### config.mk
export PLATFORM = sky130hd
export DESIGN_NAME = serial_adder
export DESIGN_NICKNAME = d
export VERILOG_FILES = /design/src/rtl/serial_adder_pkg.sv /design/src/rtl/serial_adder_fa.sv /design/src/rtl/serial_adder.sv
export SDC_FILE = /design/constraint.sdc
export NUM_CORES = 1
export LEC_CHECK = 0
export CELL_PAD_IN_SITES_DETAIL_PLACEMENT = 1
export CELL_PAD_IN_SITES_GLOBAL_PLACEMENT = 2
export CORE_MARGIN = 5
export CORE_UTILIZATION = 33
export CTS_BUF_LIST = sky130_fd_sc_hd__clkbuf_8
export DETAILED_ROUTE_END_ITERATION = 12
export PLACE_DENSITY = 0.91
export SYNTH_ARGS = -nofsm -noshare
export SYNTH_HDL_FRONTEND = slang
export SYNTH_SLANG_ARGS = --single-unit
export TNS_END_PERCENT = 30
### constraint.sdc
create_clock -name clk -period 1.65 [get_ports clk]
set_clock_uncertainty 0.15 [all_clocks]
set_input_delay 0.33 -clock clk [delete_from_list [all_inputs] [get_ports clk]]
set_output_delay 0.33 -clock clk [all_outputs]
set_load 0.01 [all_outputs]
### src/rtl/serial_adder_pkg.sv
// Shared constants for the bit-serial adder: FSM state encodings and default width.
package serial_adder_pkg;
    localparam int DEFAULT_WIDTH = 8;

    localparam logic [1:0] ST_IDLE = 2'd0;
    localparam logic [1:0] ST_RUN  = 2'd1;
    localparam logic [1:0] ST_DONE = 2'd2;
endpackage

### src/rtl/serial_adder_fa.sv
// Single-bit full-adder cell driven one bit per cycle by serial_adder.
module fa (
    input  logic Cin,
    input  logic A,
    input  logic B,
    output logic Cout,
    output logic Sum
);
    assign Sum  = A ^ B ^ Cin;
    assign Cout = (A & B) | (Cin & (A ^ B));
endmodule

### src/rtl/serial_adder.sv
// Bit-serial WIDTH-bit adder: operands shift LSB-first through one fa cell, carry fed back.
// Optional signed-overflow output enabled by defining SERIAL_ADDER_OVF_EN.
module serial_adder
    import serial_adder_pkg::*;
#(
    parameter int WIDTH = DEFAULT_WIDTH
) (
    input  logic             clk,
    input  logic             rst_n,
    input  logic             start,
    input  logic [WIDTH-1:0] a,
    input  logic [WIDTH-1:0] b,
    input  logic             cin,
    output logic             busy,
    output logic             done,
    output logic [WIDTH-1:0] sum,
    output logic             cout
`ifdef SERIAL_ADDER_OVF_EN
    ,
    output logic             ovf
`endif
);
    localparam int CW = $clog2(WIDTH) + 1;
    localparam logic [CW-1:0] LAST_BIT = CW'(WIDTH - 1);

    logic [1:0]       state_reg;
    logic [WIDTH-1:0] a_sr_reg;
    logic [WIDTH-1:0] b_sr_reg;
    logic [WIDTH-1:0] sum_reg;
    logic             carry_reg;
    logic             cout_reg;
    logic [CW-1:0]    count_reg;
    logic             fa_cout;
    logic             fa_sum;

    fa u_fa (
        .Cin  (carry_reg),
        .A    (a_sr_reg[0]),
        .B    (b_sr_reg[0]),
        .Cout (fa_cout),
        .Sum  (fa_sum)
    );

`ifdef SERIAL_ADDER_OVF_EN
    logic ovf_reg;
`endif

    always_ff @(posedge clk or negedge rst_n) begin
        if (!rst_n) begin
            state_reg <= ST_IDLE;
            a_sr_reg  <= '0;
            b_sr_reg  <= '0;
            sum_reg   <= '0;
            carry_reg <= 1'b0;
            cout_reg  <= 1'b0;
            count_reg <= '0;
`ifdef SERIAL_ADDER_OVF_EN
            ovf_reg   <= 1'b0;
`endif
        end else begin
            case (state_reg)
                ST_IDLE, ST_DONE: begin
                    if (start) begin
                        a_sr_reg  <= a;
                        b_sr_reg  <= b;
                        carry_reg <= cin;
                        count_reg <= '0;
                        sum_reg   <= '0;
                        state_reg <= ST_RUN;
                    end else if (state_reg == ST_DONE) begin
                        state_reg <= ST_IDLE;
                    end
                end
                ST_RUN: begin
                    sum_reg   <= {fa_sum, sum_reg[WIDTH-1:1]};
                    carry_reg <= fa_cout;
                    a_sr_reg  <= {1'b0, a_sr_reg[WIDTH-1:1]};
                    b_sr_reg  <= {1'b0, b_sr_reg[WIDTH-1:1]};
                    count_reg <= count_reg + 1'b1;
                    if (count_reg == LAST_BIT) begin
                        cout_reg  <= fa_cout;
`ifdef SERIAL_ADDER_OVF_EN
                        // carry_reg here is the carry into the MSB position
                        ovf_reg   <= fa_cout ^ carry_reg;
`endif
                        state_reg <= ST_DONE;
                    end
                end
                default: state_reg <= ST_IDLE;
            endcase
        end
    end

    assign busy = (state_reg == ST_RUN);
    assign done = (state_reg == ST_DONE);
    assign sum  = sum_reg;
    assign cout = cout_reg;
`ifdef SERIAL_ADDER_OVF_EN
    assign ovf  = ovf_reg;
`endif
endmodule

* Word-level counts from Yosys, hierarchy flattened
Cells that the tools add are included.
** Cells by class
- Muxes and demuxes :: 14
- Add/sub/neg operators :: 1
- Eq/ne operators :: 6
- Reductions and logical operators :: 6
- Bitwise logic cells :: 5
** Operators with widths (count)
- $pmux W8 S2 :: 3
- $mux W8 :: 3
- $pmux W4 S2 :: 1
- $mux W2 :: 3
- $reduce_and A2 Y1 :: 3
- $add A4 B1 Y4 const B :: 1
- $eq A4 B3 Y1 const B :: 1
- $mux W4 :: 1
- $pmux W2 S2 :: 1
- $ne A3 B3 Y1 const B :: 1
- $and A1 B1 Y1 :: 2
- $eq A2 B1 Y1 const B :: 1
- $eq A2 B2 Y1 const B :: 1
- $logic_not A2 Y1 :: 1
- $ne A2 B1 Y1 const B :: 1
- $ne A2 B2 Y1 const B :: 1
- $pmux W1 S2 :: 1
- $reduce_bool A2 Y1 :: 1
- $reduce_or A2 Y1 :: 1
- $xor A1 B1 Y1 :: 2
- $mux W1 :: 1
- $or A1 B1 Y1 :: 1
** Word-level totals
- Input port bits :: 20
- Flip-flop bits (word level) :: 32
- Word-level logic and storage cells :: 39
- Output and inout port bits :: 11

* Depth between registers and ports, before layout
- Depth after elaboration :: 4
- Mapped depth :: 7
- Depth with buffers taken out :: 4

* Hierarchy
From an unflattened synthesis, not the netlist that was laid out.
** Unflattened totals
- Cell total of the unflattened synthesis :: 101
- Area total of the unflattened synthesis :: 1358.8 um2
** By module, submodules not included
- serial_adder :: times used 1, cells an instance 100, area an instance 1338.8 um2, seq. area each 800.8 um2
- fa :: times used 1, cells an instance 1, area an instance 20.0 um2, seq. area each 0.0 um2

* Worst setup path after synthesis
OpenSTA, ideal clock, no wires.
- Kind :: register -> output
- Start point :: reg state_reg[1]
- End point :: out busy
- Arrival :: 919 ps
- Stages on the path, launching flop included :: 6
- Data required time :: 1170 ps
- Path slack :: 251 ps
- Path buffers :: 3
- Cells stage by stage :: dfrtp_1 -> nand2b_1 -> buf_6 -> inv_2 -> buf_6 -> buf_6
** Between the ends
- Cells in the longest elaborated chain, start to end :: 1
** RTL lines
- start, declared :: RTL line serial_adder.sv:26 : logic [1:0] state_reg;
- start signal, assigned :: RTL line serial_adder.sv:50 : state_reg <= ST_IDLE;
- start signal, assigned :: RTL line serial_adder.sv:69 : state_reg <= ST_RUN;
- start signal, assigned :: RTL line serial_adder.sv:71 : state_reg <= ST_IDLE;
- $eq A2 B1 Y1 :: RTL line serial_adder.sv:94 : assign busy = (state_reg == ST_RUN);
- end, declared :: RTL line serial_adder.sv:14 : output logic busy,
Every way passes these cells.

* Final worst setup path
Ends and elaborated chain as after synthesis.

==> flow_metrics.tcl <==
set metrics [dict create \
    status "finished clean" \
    dp_slack_ns -0.128 \
    synth_cell_types 23 \
    antenna_found_initial 0 \
    n_fill_cell 435 \
    rr_endpoint "sum[5]$_DFFE_PN0P_" \
    rsz0062_at_grt "yes" \
    drive_above_1_share_pct 15.2 \
    syn_avg_cell_area_um2 11.5 \
    dpl.hpwl_mm 2.30 \
    cts.clk_slew.worst_paths_ns 0.07 \
    worstPathMaxFanout 2 \
    ctsHtreeMaxLevel 2 \
    yosysWarnings 0 \
    vias 1072 \
    port-buffer-count 30 \
    slew_violations 0 \
    route.detailed.drc 0 \
    gp_congestion 0.743 \
    period_minus_slack_ns 1.62 \
    die_h_um 74.3 \
    fin_ws_ns 0.0267 \
    synthCells 119 \
    layout_common_cells "dfrtp_1 (32), clkdlybuf4s50_1 (19), nand2_1 (15)" \
    cpMaxStageDelayCell "dfrtp_1" \
    rows 23 \
    layout_commonest_cell "dfrtp_1" \
    area_growth_syn_to_layout_pct 37.5 \
    async_reset_ff_share_pct 100 \
    cts.sinks 32 \
    first_pass_iters 4 \
    final.period_utilization_pct 98.4 \
    irDropWorstVdd_mv 0.743 \
    cts_buffers 5 \
    required_ns 1.17 \
    fmax_mhz 616 \
    ys_seq_area_share_pct 58.7 \
    fin_tns_setup_ns 0 \
    drt-initial-drc-count 43 \
    power_w 0.00348 \
    power_density_nw_per_um2 1860 \
    wl_mm 3.28 \
    hp-class "in2async" \
    ios 31 \
    clockBufferDepth 2 \
    synth_edf_count 0 \
    arrival_ns 1.14 \
    ant_nets 0 \
    worst_pin_slew_ns 0.319 \
    ff2ff_setup_slack_ns 0.06 \
    synth_area_um2 1360 \
    slowest_delay_ns 0.37 \
    placedCellCount 200 \
    path_cells "nand2b_1 -> inv_2 -> clkdlybuf4s15_2" \
    cts_setup_buffers 0 \
    r2r-start "state_reg[1]$_DFFE_PN0P_" \
    groute.usage.overall_pct 14.4 \
    relSlewSlack_pct 78.5 \
    grt_start_max_net_pins 33 \
    stdcell_count 208 \
    overflow 0 \
    wl_per_cell_um 15.8 \
    dieArea_um2 5520 \
    p_leak_nw 0.893 \
    via_per_inst 5.15 \
    grt_pass1_vias 1190 \
    root_buffer "clkbuf_8" \
    initial_core_util_pct 34.1 \
    cp-end-kind "output port" \
    critical_path_class "reg2out" \
    cts_tree "yes" \
    reg2reg_depth 6 \
    drv_cap 0 \
    setup-violations-final 0 \
    synth_flop_cell "dfrtp_1" \
    start_kind "register" \
    grt_pass1_wl_mm 5.84 \
    coreArea_um2 4000 \
    diodes 0 \
    hold_violations 0 \
    synth_seq_cells 32 \
    syn-num-nets 141 \
    worstSkewPairLatency_ns 0.29 \
    final_nets 179 \
    die_x_um 74.3 \
]
[synthesized netlist by cell type, drive strengths merged (3+ instances only)]
cell type | n | area (um2)
dfrtp | 32 | 801
nand2 | 15 | 56.3
a22oi | 12 | 90.1
nand3 | 12 | 60.1
a22o | 11 | 96.3
buf | 6 | 51.3
inv | 5 | 18.8
a221o | 3 | 30.0
clkbuf | 3 | 11.3
mux2i | 3 | 30.0
nor2 | 3 | 11.3
nor2b | 3 | 18.8
nor3 | 3 | 15.0
[per-layer routing]
layer	GRT usage [%]	wire (um)	vias to the layer above
met2	21.2	1510	25
li1	-	-	501
met5	0	0	-
met3	5.68	152	10
met4	6.52	88	0
met1	18.9	1530	536
[critical path, delay by kind of cell (launching register included)]
family	cells	cell delay (ns)
buffers and inverters	2	0.30
DFF	1	0.37
and+or+nand+nor	1	0.19
[kinds of logic after synthesis]
logic type               Yosys count  share of synthesized area (%)
multiplexers                       3                           2.20
XOR/XNOR                           1                          0.642
adder cells (fa/ha/maj)            2                           2.39
AND/OR/NAND/NOR                   39                           13.2
buffers and inverters             14                           5.96
flip-flops                        32                           58.7
AO/OA/AOI/OAI                     28                           16.9
[through the flow]
stage	area [um2]	utilization [%]	hold WS, ns
after CTS	1860	46.4	0.250
after floorplan	1360	-	-0.116
after detailed placement	1780	44.4	0.336
after global routing	1880	46.9	0.258
after global placement	1780	44.4	0.330
final	1880	46.9	0.247
[area by class of cell]
class	instances	area, um2	share of cell area [%]
Clock buffer	6	82.6	4.40
Clock inverter	2	10.0	0.534
Inverter	5	18.8	1.00
Multi-Input combinational cell	73	499	26.6
Sequential cell	32	801	42.7
Tap cell	50	62.6	3.34
Timing Repair Buffer	40	402	21.4
[how the worst max path moves through the flow]
stage | endpoint | from | slack (ns) | cells past startpoint
2_1_floorplan | busy | state_reg[1]$_DFFE_PN0P_ | 0.25 | 5
3_3_place_gp | a_sr_reg[0]$_DFFE_PN0P_ | start | -0.09 | 5
3_5_place_dp | a_sr_reg[0]$_DFFE_PN0P_ | start | -0.13 | 5
4_1_cts | busy | state_reg[1]$_DFFE_PN0P_ | 0.01 | 3
5_1_grt | busy | state_reg[1]$_DFFE_PN0P_ | -0.02 | 3
6_report | busy | state_reg[1]$_DFFE_PN0P_ | 0.03 | 3
[power by group]
| part | internal (W) | total [W] | switching (W) |
|---|---|---|---|
| logic | 0.000736 | 0.00151 | 0.000779 |
| registers | 0.00114 | 0.00135 | 0.000215 |
| clock network | 0.000332 | 0.000615 | 0.000283 |
[repair_timing]
action                                  in CTS  in global routing
resized for setup                           13                  4
hold buffers                                 0                  0
hold endpoints to repair                     0                  0
endpoints found under the setup margin      11                 14
cloned                                       0                  0
Power figures use the tool's default switching activity.
